File: src/rtl/dmem_arbiter.sv
// dmem_arbiter: two-port round-robin data-memory arbiter with bounded burst lock
module dmem_arbiter #(
    parameter int ADDR_W    = 11,
    parameter int DATA_W    = 32,
    parameter int MAX_BURST = 4
) (
    input  logic              clk,
    input  logic              rst_n,
    input  logic              req0,
    input  logic              req1,
    input  logic              we0,
    input  logic              we1,
    input  logic              lock0,
    input  logic              lock1,
    input  logic [ADDR_W-1:0] addr0,
    input  logic [ADDR_W-1:0] addr1,
    input  logic [DATA_W-1:0] wdata0,
    input  logic [DATA_W-1:0] wdata1,
    output logic              gnt0,
    output logic              gnt1,
    output logic              ack0,
    output logic              ack1,
    output logic [DATA_W-1:0] rdata0,
    output logic [DATA_W-1:0] rdata1,
    output logic              mem_ena,
    output logic              mem_w,
    output logic              mem_r,
    output logic [ADDR_W-1:0] mem_addr,
    output logic [DATA_W-1:0] mem_wdata,
    input  logic [DATA_W-1:0] mem_rdata
);
    localparam int BW = $clog2(MAX_BURST + 1);
    localparam logic [BW-1:0] BMAX = BW'(MAX_BURST);

    typedef enum logic [1:0] {IDLE, LOCK0, LOCK1} state_e;

    state_e            state_q, state_d, own_lock;
    logic [BW-1:0]     burst_q, burst_d;
    logic              rr_q, rr_d;
    logic              ack0_q, ack1_q;
    logic [DATA_W-1:0] rdata0_q, rdata1_q;
    logic              hold0, hold1, keep0, keep1, g0, g1, gnt_lock;

    // Grant decision: a live lock owner keeps the port until the burst limit is hit
    // while the other side waits; otherwise round-robin. Grants are suppressed while
    // reset is asserted so no access (and no write) can start mid-reset.
    always_comb begin
        hold0 = (state_q == LOCK0) && req0;
        hold1 = (state_q == LOCK1) && req1;
        keep0 = hold0 && ((burst_q < BMAX) || !req1);
        keep1 = hold1 && ((burst_q < BMAX) || !req0);
        g0    = hold0 ? keep0 : hold1 ? !keep1 : req0 && (!req1 || !rr_q);
        g1    = hold1 ? keep1 : hold0 ? !keep0 : req1 && (!req0 || rr_q);
        gnt0  = rst_n && g0;
        gnt1  = rst_n && g1;
    end

    // Memory-side mux from the granted requester; everything reads 0 when idle
    always_comb begin
        mem_ena   = gnt0 | gnt1;
        mem_w     = (gnt0 && we0) || (gnt1 && we1);
        mem_r     = (gnt0 && !we0) || (gnt1 && !we1);
        mem_addr  = gnt0 ? addr0 : gnt1 ? addr1 : '0;
        mem_wdata = gnt0 ? wdata0 : gnt1 ? wdata1 : '0;
    end

    // Next lock state, saturating burst count and round-robin pointer
    always_comb begin
        gnt_lock = gnt0 ? lock0 : (gnt1 && lock1);
        own_lock = gnt0 ? LOCK0 : LOCK1;
        state_d  = gnt_lock ? own_lock : IDLE;
        burst_d  = !gnt_lock ? '0 :
                   (state_q != own_lock) ? BW'(1) :
                   (burst_q == BMAX) ? burst_q : burst_q + 1'b1;
        rr_d     = (gnt0 | gnt1) ? gnt0 : rr_q;
    end

    // Arbiter state plus registered acknowledge and read-data return per requester
    always_ff @(posedge clk or negedge rst_n) begin
        if (!rst_n) begin
            state_q  <= IDLE;
            burst_q  <= '0;
            rr_q     <= 1'b0;
            ack0_q   <= 1'b0;
            ack1_q   <= 1'b0;
            rdata0_q <= '0;
            rdata1_q <= '0;
        end else begin
            state_q <= state_d;
            burst_q <= burst_d;
            rr_q    <= rr_d;
            ack0_q  <= gnt0;
            ack1_q  <= gnt1;
            if (gnt0 && !we0) rdata0_q <= mem_rdata;
            if (gnt1 && !we1) rdata1_q <= mem_rdata;
        end
    end

    assign ack0   = ack0_q;
    assign ack1   = ack1_q;
    assign rdata0 = rdata0_q;
    assign rdata1 = rdata1_q;
endmodule
File: config.mk
export PLATFORM = sky130hd
export DESIGN_NAME = dmem_arbiter
export DESIGN_NICKNAME = d
export VERILOG_FILES = /design/src/rtl/dmem_arbiter.sv
export SDC_FILE = /design/constraint.sdc
export NUM_CORES = 1
export LEC_CHECK = 0
export BUFFER_PORTS_ARGS = -buffer_cell sky130_fd_sc_hd__buf_2
export CORE_MARGIN = 10
export CORE_UTILIZATION = 41
export DETAILED_ROUTE_END_ITERATION = 12
export GPL_ROUTABILITY_DRIVEN = 1
export PLACE_DENSITY = 0.9
export SETUP_SLACK_MARGIN = 0.02
export SLEW_MARGIN = 20
export SYNTH_ARGS = -nofsm -noshare
export SYNTH_HDL_FRONTEND = slang
export SYNTH_SLANG_ARGS = --single-unit
File: constraint.sdc
create_clock -name clk -period 2.5 [get_ports clk]
set_clock_uncertainty 0.1 [all_clocks]
set_input_delay 0.5 -clock clk [delete_from_list [all_inputs] [get_ports clk]]
set_output_delay 0.5 -clock clk [all_outputs]
set_load 0.02 [all_outputs]
==> results_dict.tcl <==
set metrics [dict create \
    fin_area_um2 5510 \
    syn_area_per_cell_um2 14.0 \
    period_needed_ps 2800 \
    boundaryPins 240 \
    finalSetupViolCount 48 \
    nets 625 \
    violations "setup timing" \
    end_kind "output pin" \
    drt_first_pass_iters 6 \
    synthSimpleGateAreaFrac_pct 4.90 \
    synthAdderAreaFrac_pct 0.759 \
    synth_top_family_by_area "multiplexers" \
    clock_latency_ps 340 \
    synth_largest_area_cell "dfrtp_1" \
    routed-via-count 3238 \
    crit_end "mem_wdata[2]" \
    wl_mm 13.7 \
    critPathLaunch "state_q[1]" \
    critPathKind "reg -> out" \
    area_delta_synth_final_pct 67.0 \
    status "finished, violations left" \
    synthXorXnorAreaFrac_pct 0.266 \
    drcViolationCount 0 \
    cts_sinks 72 \
    async_flop_share_pct 100 \
    cp_max_fo 8 \
    min_path_type "in -> reg" \
    synth_top_area_share_pct 54.6 \
    fillers 532 \
    core-area_um2 7770 \
    antenna_left 0 \
    initial_core_util_pct 42.4 \
    avgRoutedWirePerCell_um 22.6 \
    synth_seq_cells 72 \
    synth_most_common_cell "dfrtp_1" \
    portBuffers 239 \
    muxShareOfSynthArea_pct 22.8 \
    cts_buffers 9 \
    yosysUniqueCellTypes 34 \
    fmax_mhz 357 \
    dpl_cell_area_um2 4640 \
    grt_util_all_layers_pct 21.1 \
    ys.flop_type "dfrtp_1" \
    clk_pin_slew_ps 80 \
    slew_headroom_pct 39.9 \
    grt_pass1_vias 3757 \
    synth-warning-count 0 \
    via_per_inst 5.36 \
    synth-edff-count 0 \
    synth_compound_area_share_pct 13.5 \
    p_per_area_nw_per_um2 757 \
    cp.required_ps 1900 \
    worst_pin_slew_ps 902 \
    die-area_um2 12000 \
    setup_slack_ps -304 \
    netlist_area_um2 3300 \
    hold_violations 0 \
    cts_max_level 3 \
    setup_tns_ps -11180 \
    synth_fp_nets 364 \
    antenna_found_initial 0 \
    yosys-top-cells-area "dfrtp_1 55%, mux2_1 21%, a22o_1 12%" \
    cts_tree "built" \
    globalRouteOverflowTotal 0 \
    postSynthCellCount 236 \
    cts_root_buf "clkbuf_8" \
    cellLeakagePower_nw 2.79 \
    synthTopCellsByCount "72 x dfrtp_1, 62 x mux2_1, 44 x a22o_1" \
    power_mw 4.17 \
    final_cells 604 \
    slew_violations 0 \
    dpl.cell_count 570 \
    die_w_um 110 \
    ys_seq_area_share_pct 54.6 \
    rr_worst_depth 9 \
    grt_first_pass_wirelength_mm 19.7 \
    timing.rr.end "rdata1[22]" \
    gp_congestion 0.884 \
    pre_cts_ws_ps 26.0 \
    start_kind "flop" \
    r2r_slack_ps 70 \
    grt_max_degree 73 \
    rows 32 \
    reg2reg_from "state_q[0]" \
    diodes 0 \
    rsz0062_at_grt "yes" \
    arrival_ps 2200 \
    die_h_um 110 \
    drv_cap 0 \
    vdd_drop_max_v 0.000383 \
    dpl.hpwl_mm 9.59 \
    fin_crit_sh_pct 112 \
    hold_buffers 0 \
    drive_above_1_share_pct 59.8 \
    clock_path_buffers 2 \
    drt_iter0_markers 156 \
]
[metal layers]
layer / part of all wire (%) / global-route usage [%]
met1: 35 / 22.0
met2: 53 / 38.2
met3: 9.0 / 6.44
met4: 2.8 / 9.67
met5: 0 / 0
[area by class of cell]
| class | count | area, µm² | area share, % |
|---|---|---|---|
| clock buffer | 9 | 124 | 2.25 |
| multi-input combinational | 144 | 1470 | 26.7 |
| tap | 102 | 128 | 2.32 |
| timing repair buffer | 268 | 1850 | 33.6 |
| inverter | 2 | 7.51 | 0.136 |
| sequential | 72 | 1800 | 32.7 |
| clock inverter | 7 | 124 | 2.25 |
[worst min-delay path by stage]
stage	from	end	slack, ps	cells past startpoint
floorplan	rst_n	ack0	100	0
global placement	rdata1[17]	rdata1[17]	360	1
detailed placement	rdata1[4]	rdata1[4]	370	1
CTS	mem_rdata[16]	rdata1[16]	260	2
global route	mem_rdata[16]	rdata1[16]	260	2
finish	mem_rdata[6]	rdata0[6]	280	2
[power breakdown]
group / total [mW] / switching [mW] / internal, mW / leakage [nW]
logic: 1.47 / 0.836 / 0.629 / 1.80
registers: 1.56 / 0.130 / 1.43 / 0.865
clock network: 1.14 / 0.466 / 0.673 / 0.121
total: 4.17 / 1.43 / 2.73 / 2.79
[per-stage QoR]
stage	utilization [%]	hold WS, ps
floorplan	-	104
global placement	59.7	361
detailed placement	59.7	371
CTS	69.4	256
global route	70.9	260
finish	70.9	276
[worst max-delay path, stage by stage (launching register included)]
cell	delay, ps
dfrtp_2	460
mux2_4	280
o211ai_1	200
and3b_2	310
buf_6	160
buf_12	120
a22o_1	180
buf_6	140
[logic make-up (layout without fill, tap and decap cells)]
group	after synthesis	count (layout)
flops	72	72
mux	67	67
compound gates	52	52
simple gates	22	22
buf+inv	20	286
fa+ha+maj	2	2
xor+xnor	1	1
[state kept, by name, summed over array words and instances, names as in the netlist]
signal / flops
ack0: 1
ack1: 1
burst_q: 3
rdata0: 32
rdata1: 32
rr_q: 1
state_q: 2
[layout by cell type (no fill, tap or decap), types with 3 or more instances in the layout]
master     synthesis  final
buf_6              0     61
inv_6              0      3
mux2_2             3      3
buf_2             11    191
clkbuf_8           0      9
nand2_1            6      6
buf_4              4     10
bufinv_16          0      3
a22o_1            44     43
mux2_1            62     61
dfrtp_1           72     71
[timing repair]
item,4_1_cts,5_1_grt
gates resized for setup,107,24
endpoints found under the hold margin,0,0
setup buffers,16,3
cloned,3,2
pin swaps,22,23
endpoints found under the setup margin,48,80
Note: power is estimated with default switching activity, not from simulation.
